<file path="src/rtl/cva5_types.sv">
// Shared types for the writeback path: instruction IDs, the
// multicycle-unit writeback request bundle and index-width helper.
package cva5_types;

   localparam int LOG2_MAX_IDS = 4;
   localparam int MAX_DATA_W   = 32;

   typedef logic [LOG2_MAX_IDS-1:0] id_t;

   typedef struct packed {
      logic                  done;
      id_t                   id;
      logic [MAX_DATA_W-1:0] rd;
   } wb_arb_req_t;

   // Index width for an n-entry vector, never narrower than one bit.
   function automatic int idx_w(input int n);
      return (n > 1) ? $clog2(n) : 1;
   endfunction

endpackage

</file>
<file path="src/rtl/rr_priority_picker.sv">
// Round-robin picker: first set request at or after i_start, wrapping.
// Ports: i_req request vector, i_start start index; o_grant one-hot,
// o_idx encoded grant, o_any set when any request is present.
module rr_priority_picker
   import cva5_types::*;
#(
   parameter int WIDTH = 4,
   parameter int IDX_W = idx_w(WIDTH)
) (
   input  logic [WIDTH-1:0] i_req,
   input  logic [IDX_W-1:0] i_start,
   output logic [WIDTH-1:0] o_grant,
   output logic [IDX_W-1:0] o_idx,
   output logic             o_any
);

   logic [IDX_W:0]   w_sum;
   logic [IDX_W-1:0] w_pos;

   // Walk offsets from far to near so the nearest request wins last.
   // The sum is one bit wider so start+offset never overflows before
   // the explicit wrap compare.
   always_comb begin
      o_grant = '0;
      o_idx   = '0;
      o_any   = 1'b0;
      w_sum   = '0;
      w_pos   = '0;
      for (int off = WIDTH - 1; off >= 0; off--) begin
         w_sum = {1'b0, i_start} + (IDX_W+1)'(off);
         if (w_sum >= (IDX_W+1)'(WIDTH))
            w_sum = w_sum - (IDX_W+1)'(WIDTH);
         w_pos = w_sum[IDX_W-1:0];
         if (i_req[w_pos]) begin
            o_grant        = '0;
            o_grant[w_pos] = 1'b1;
            o_idx          = w_pos;
            o_any          = 1'b1;
         end
      end
   end

endmodule

</file>
<file path="src/rtl/wb_group_arbiter.sv">
// Arbitrates multicycle units onto the shared writeback group. The unit
// holding the oldest in-flight ID wins; otherwise round-robin.
// Ports: clk, rst (async active-low); unit_done/unit_id/unit_rd requests,
// unit_ack one-hot accept; oldest_id; registered wb_valid/wb_id/wb_data;
// deferred_count saturating count of cycles with an un-granted done unit.
module wb_group_arbiter
   import cva5_types::*;
#(
   parameter int NUM_UNITS   = 4,
   parameter int DATA_W      = 32,
   parameter int STALL_CNT_W = 16
) (
   input  logic                   clk,
   input  logic                   rst,
   input  logic [NUM_UNITS-1:0]   unit_done,
   input  id_t                    unit_id [NUM_UNITS],
   input  logic [DATA_W-1:0]      unit_rd [NUM_UNITS],
   output logic [NUM_UNITS-1:0]   unit_ack,
   input  id_t                    oldest_id,
   output logic                   wb_valid,
   output id_t                    wb_id,
   output logic [DATA_W-1:0]      wb_data,
   output logic [STALL_CNT_W-1:0] deferred_count
);

   localparam int RR_W = idx_w(NUM_UNITS);

   logic [RR_W-1:0]        r_rr_ptr;
   logic                   r_wb_valid;
   id_t                    r_wb_id;
   logic [DATA_W-1:0]      r_wb_data;
   logic [STALL_CNT_W-1:0] r_def_cnt;

   logic [NUM_UNITS-1:0]   w_match;
   logic                   w_ovr_any;
   logic [RR_W-1:0]        w_ovr_idx;
   logic [NUM_UNITS-1:0]   w_rr_grant;
   logic [RR_W-1:0]        w_rr_idx;
   logic                   w_rr_any;
   logic                   w_any;
   logic [RR_W-1:0]        w_grant_idx;
   logic [RR_W-1:0]        w_rr_next;
   logic                   w_multi;

   always_comb begin
      for (int i = 0; i < NUM_UNITS; i++)
         w_match[i] = unit_done[i] && (unit_id[i] == oldest_id);
   end

   // Lowest matching index: scan downward so index 0 is assigned last.
   always_comb begin
      w_ovr_idx = '0;
      for (int i = NUM_UNITS - 1; i >= 0; i--)
         if (w_match[i])
            w_ovr_idx = RR_W'(i);
   end

   assign w_ovr_any = |w_match;

   rr_priority_picker #(
      .WIDTH (NUM_UNITS),
      .IDX_W (RR_W)
   ) u_picker (
      .i_req   (unit_done),
      .i_start (r_rr_ptr),
      .o_grant (w_rr_grant),
      .o_idx   (w_rr_idx),
      .o_any   (w_rr_any)
   );

   assign w_any       = w_rr_any;
   assign w_grant_idx = w_ovr_any ? w_ovr_idx : w_rr_idx;

   // Acks are masked in reset so units never see a dropped handshake.
   always_comb begin
      unit_ack = '0;
      if (rst && w_any)
         unit_ack[w_grant_idx] = 1'b1;
   end

   always_comb begin
      if (NUM_UNITS == 1)
         w_rr_next = '0;
      else if (w_grant_idx == RR_W'(NUM_UNITS - 1))
         w_rr_next = '0;
      else
         w_rr_next = w_grant_idx + RR_W'(1);
   end

   // More than one bit set means someone waits this cycle.
   assign w_multi =
      (unit_done & (unit_done - NUM_UNITS'(1))) != '0;

   always_ff @(posedge clk or negedge rst) begin
      if (!rst) begin
         r_rr_ptr   <= '0;
         r_wb_valid <= 1'b0;
         r_wb_id    <= '0;
         r_wb_data  <= '0;
         r_def_cnt  <= '0;
      end else begin
         r_wb_valid <= w_any;
         if (w_any) begin
            r_rr_ptr  <= w_rr_next;
            r_wb_id   <= unit_id[w_grant_idx];
            r_wb_data <= unit_rd[w_grant_idx];
         end
         if (w_multi && (r_def_cnt != '1))
            r_def_cnt <= r_def_cnt + STALL_CNT_W'(1);
      end
   end

   assign wb_valid       = r_wb_valid;
   assign wb_id          = r_wb_id;
   assign wb_data        = r_wb_data;
   assign deferred_count = r_def_cnt;

endmodule

</file>
<file path="config.mk">
export PLATFORM = sky130hd
export DESIGN_NAME = wb_group_arbiter
export DESIGN_NICKNAME = d
export VERILOG_FILES = /design/src/rtl/cva5_types.sv /design/src/rtl/rr_priority_picker.sv /design/src/rtl/wb_group_arbiter.sv
export SDC_FILE = /design/constraint.sdc
export NUM_CORES = 1
export LEC_CHECK = 0
export CELL_PAD_IN_SITES_DETAIL_PLACEMENT = 0
export CELL_PAD_IN_SITES_GLOBAL_PLACEMENT = 1
export CORE_MARGIN = 4
export CORE_UTILIZATION = 29
export DETAILED_ROUTE_END_ITERATION = 10
export PLACE_DENSITY = 0.83
export SYNTH_ARGS = -nofsm -noshare
export SYNTH_HDL_FRONTEND = slang
export SYNTH_SLANG_ARGS = --single-unit
</file>
<file path="constraint.sdc">
create_clock -name clk -period 6.9 [get_ports clk]
set_clock_uncertainty 0.1 [all_clocks]
set_input_delay 1.38 -clock clk [delete_from_list [all_inputs] [get_ports clk]]
set_output_delay 1.38 -clock clk [all_outputs]
set_load 0.05 [all_outputs]
</file>
==> results.cfg <==
[die]
io_pins = 211
rows = 41
core_area_um2 = 12700
initial_core_util = 0.298
die-height_um = 122
die_x_um = 122
dieArea_um2 = 14900

[yosys]
synth_common_cells = nand2_1, dfrtp_1, inv_1, o21ai_0, or3_1
synth-seq-cells = 55
synth_top_area_share = 0.365
syn-num-nets = 604
yosysMostFrequentCell = nand2_1
synth_edf_count = 0
yosys.area.top_type = dfrtp_1
yosysSeqAreaShare = 0.365
yosys_warnings = 0
synth_cells = 445
yosys_most_used_dff = dfrtp_1
synthArstFlopShare = 1.00
syn_area_um2 = 3770
synth.avg_cell_area_um2 = 8.47
netlist_top_cells_area = dfrtp_1, a311o_1, nand2_1
synth.distinct_cells = 34

[finish]
fin_cells = 812
num-nets-final = 798
layout-drive-gt1-share = 0.0359
fillCellCount = 1239
antenna_cells = 0
multi_input_area_um2 = 2100
seq_area_um2 = 1380
area_growth_pct = 63.0

[critical_path]
end_kind = output pin
critPathLaunchType = input port
path_delay_family = buffers and inverters
critical_path_class = input port to output pin
cp.arrival_ns = 4.28
cpMostUsedCell = clkdlybuf4s50_1
cp_slowest_cell = clkdlybuf4s50_1
slowest_delay_ns = 0.69
path_max_fanout = 4
crit_chain = clkdlybuf4s50_1 > xor2_1 > nor3_1 > nand3_1 > a21boi_1 > o21ai_0 > inv_1 > ha_1 > and3_1 > clkdlybuf4s50_1
cp_data_required_time_ns = 5.42
timing.critical_path.buf_inv = 3

[detailed_routing]
postRouteAntennaNets = 0
routedWlPerCell_um = 18.8
drc = 0
drt_iter0_drc = 239
wl_um = 15200
dr_total_vias = 4182
avgViaCountPerCell = 5.15
firstDrtPassIters = 5

[clock_network]
cts_max_level = 2
cts_tree = done
clk_latency_ns = 0.29
clk_path_buf_depth = 2
numCtsBuffers = 5
post-cts-setup-buffers = 0
cts_root_buf = clkbuf_16
holdBufCountCts = 0
cts.sinks = 55
cts_resized = 0
path_clk_slew_ns = 0.08

[placed_design]
dp.cells = 804
gp_congestion = 0.760
numPortBuffers = 210
hpwl_um = 10800

[timing]
fin_crit_ns = 5.76
setup_viol = 0
rsz0062_at_grt = false
tightest_slew_ns = 0.975
fin_setup_tns_ns = 0
slew_viol_final = 0
hold_viol = 0
relSlewSlack = 0.350
fmax_mhz = 174
finalCritPeriodShare = 0.835

[power]
power_frac_clock = 0.138
power_frac_seq = 0.262
power.leakage_nw = 2.49
switching_share = 0.487
internal_power_mw = 1.11
totalPowerFinal_mw = 2.15
p_sw_mw = 1.05
combPwrFrac = 0.600
power_density_nw_per_um2 = 350
max-vdd-ir-drop_mv = 0.194

[global_route]
grt_pass1_wl_um = 22600
antenna_found_initial = 0
grt_use_total = 0.195
grt_pass1_vias = 4268
grt_start_max_net_pins = 55
grt_overflow_total = 0

[run_status]
status = finished, final reports clean

[flow_run]
drv_cap = 0

[hold_path]
hold_path.class = flip-flop to flip-flop
-- layer usage --
layer  vias to the layer above  global-route usage  share of wire
met1                      2029               0.236           0.39
met5                         -                   0              0
met3                        11              0.0576          0.094
met2                       165               0.344           0.50
li1                       1977                   -              -
met4                         0              0.0371          0.010
-- logic make-up (layout without fill, tap and decap cells) --
group,after synthesis,in the layout,synth area share
compound gates,121,121,0.249
simple gates,162,162,0.209
mux,3,3,0.00863
buf+inv,68,263,0.0800
xor+xnor,30,30,0.0697
fa+ha+maj,6,6,0.0192
flops,55,55,0.365
-- path summary, 6_finish.rpt --
check                                          startpoint                        endpoint  slack, ns  depth (start not counted)
max in group asynchronous                             rst            wb_id[1]$_DFFE_PN0N_       4.97                          2
min in group asynchronous                             rst              wb_valid$_DFF_PN0_       0.79                          1
min reg2reg                deferred_count[15]$_DFFE_PN0P_  deferred_count[15]$_DFFE_PN0P_       0.41                          1
max reg2reg                       r_rr_ptr[1]$_DFFE_PN0N_            wb_id[2]$_DFFE_PN0N_       4.15                          7
min                        deferred_count[15]$_DFFE_PN0P_  deferred_count[15]$_DFFE_PN0P_       0.41                          1
max                                          oldest_id[3]                     unit_ack[3]       1.14                         10
-- worst register-to-register path, cell delays in order (launching register included) --
cell      delay, ns
dfrtp_1        0.45
mux2i_1        0.21
nor2_1         0.07
or3_1          0.39
a21boi_1       0.19
nand3b_2       0.69
o21ai_0        0.20
a311o_1        0.35
-- registers in the layout, summed over array words and instances (netlist names) --
name and cells:
deferred_count 16, r_rr_ptr 2, wb_data 32, wb_id 4, wb_valid 1
-- layout make-up --
| type | count | area share |
|---|---|---|
| timing repair buffer | 215 | 0.346 |
| multi-input combinational | 322 | 0.342 |
| sequential | 55 | 0.224 |
| tap | 172 | 0.0350 |
| inverter | 40 | 0.0244 |
| clock buffer | 5 | 0.0204 |
| clock inverter | 3 | 0.00753 |
-- power groups by stage --
stage | clock network (mW) | logic (mW) | registers (mW)
2_1_floorplan | 0 | 0.386 | 0.997
3_3_place_gp | 0 | 1.29 | 0.560
3_5_place_dp | 0 | 1.30 | 0.568
4_1_cts | 0.309 | 1.30 | 0.564
5_1_grt | 0.319 | 1.36 | 0.586
6_report | 0.298 | 1.29 | 0.565
-- per-stage QoR --
stage	hold WS, ns	instance area (um2)	util	setup WS (ns)
2_1_floorplan	0.419	3770	-	2.35
3_3_place_gp	0.390	5970	0.472	1.26
3_5_place_dp	0.391	5970	0.472	1.16
4_1_cts	0.412	6150	0.485	1.16
5_1_grt	0.438	6150	0.485	0.917
6_report	0.408	6150	0.485	1.14
-- cell usage in the layout (no fill, tap or decap), types with 7 or more instances in the layout --
master,n
a311o_1,36
o21ai_0,38
xnor2_1,15
xor2_1,15
nand3_1,8
o2bb2ai_1,36
inv_1,40
dfrtp_1,55
clkdlybuf4s50_1,208
or3_1,38
nor2_1,7
nand2_1,85
Power figures use the tool's default switching activity.
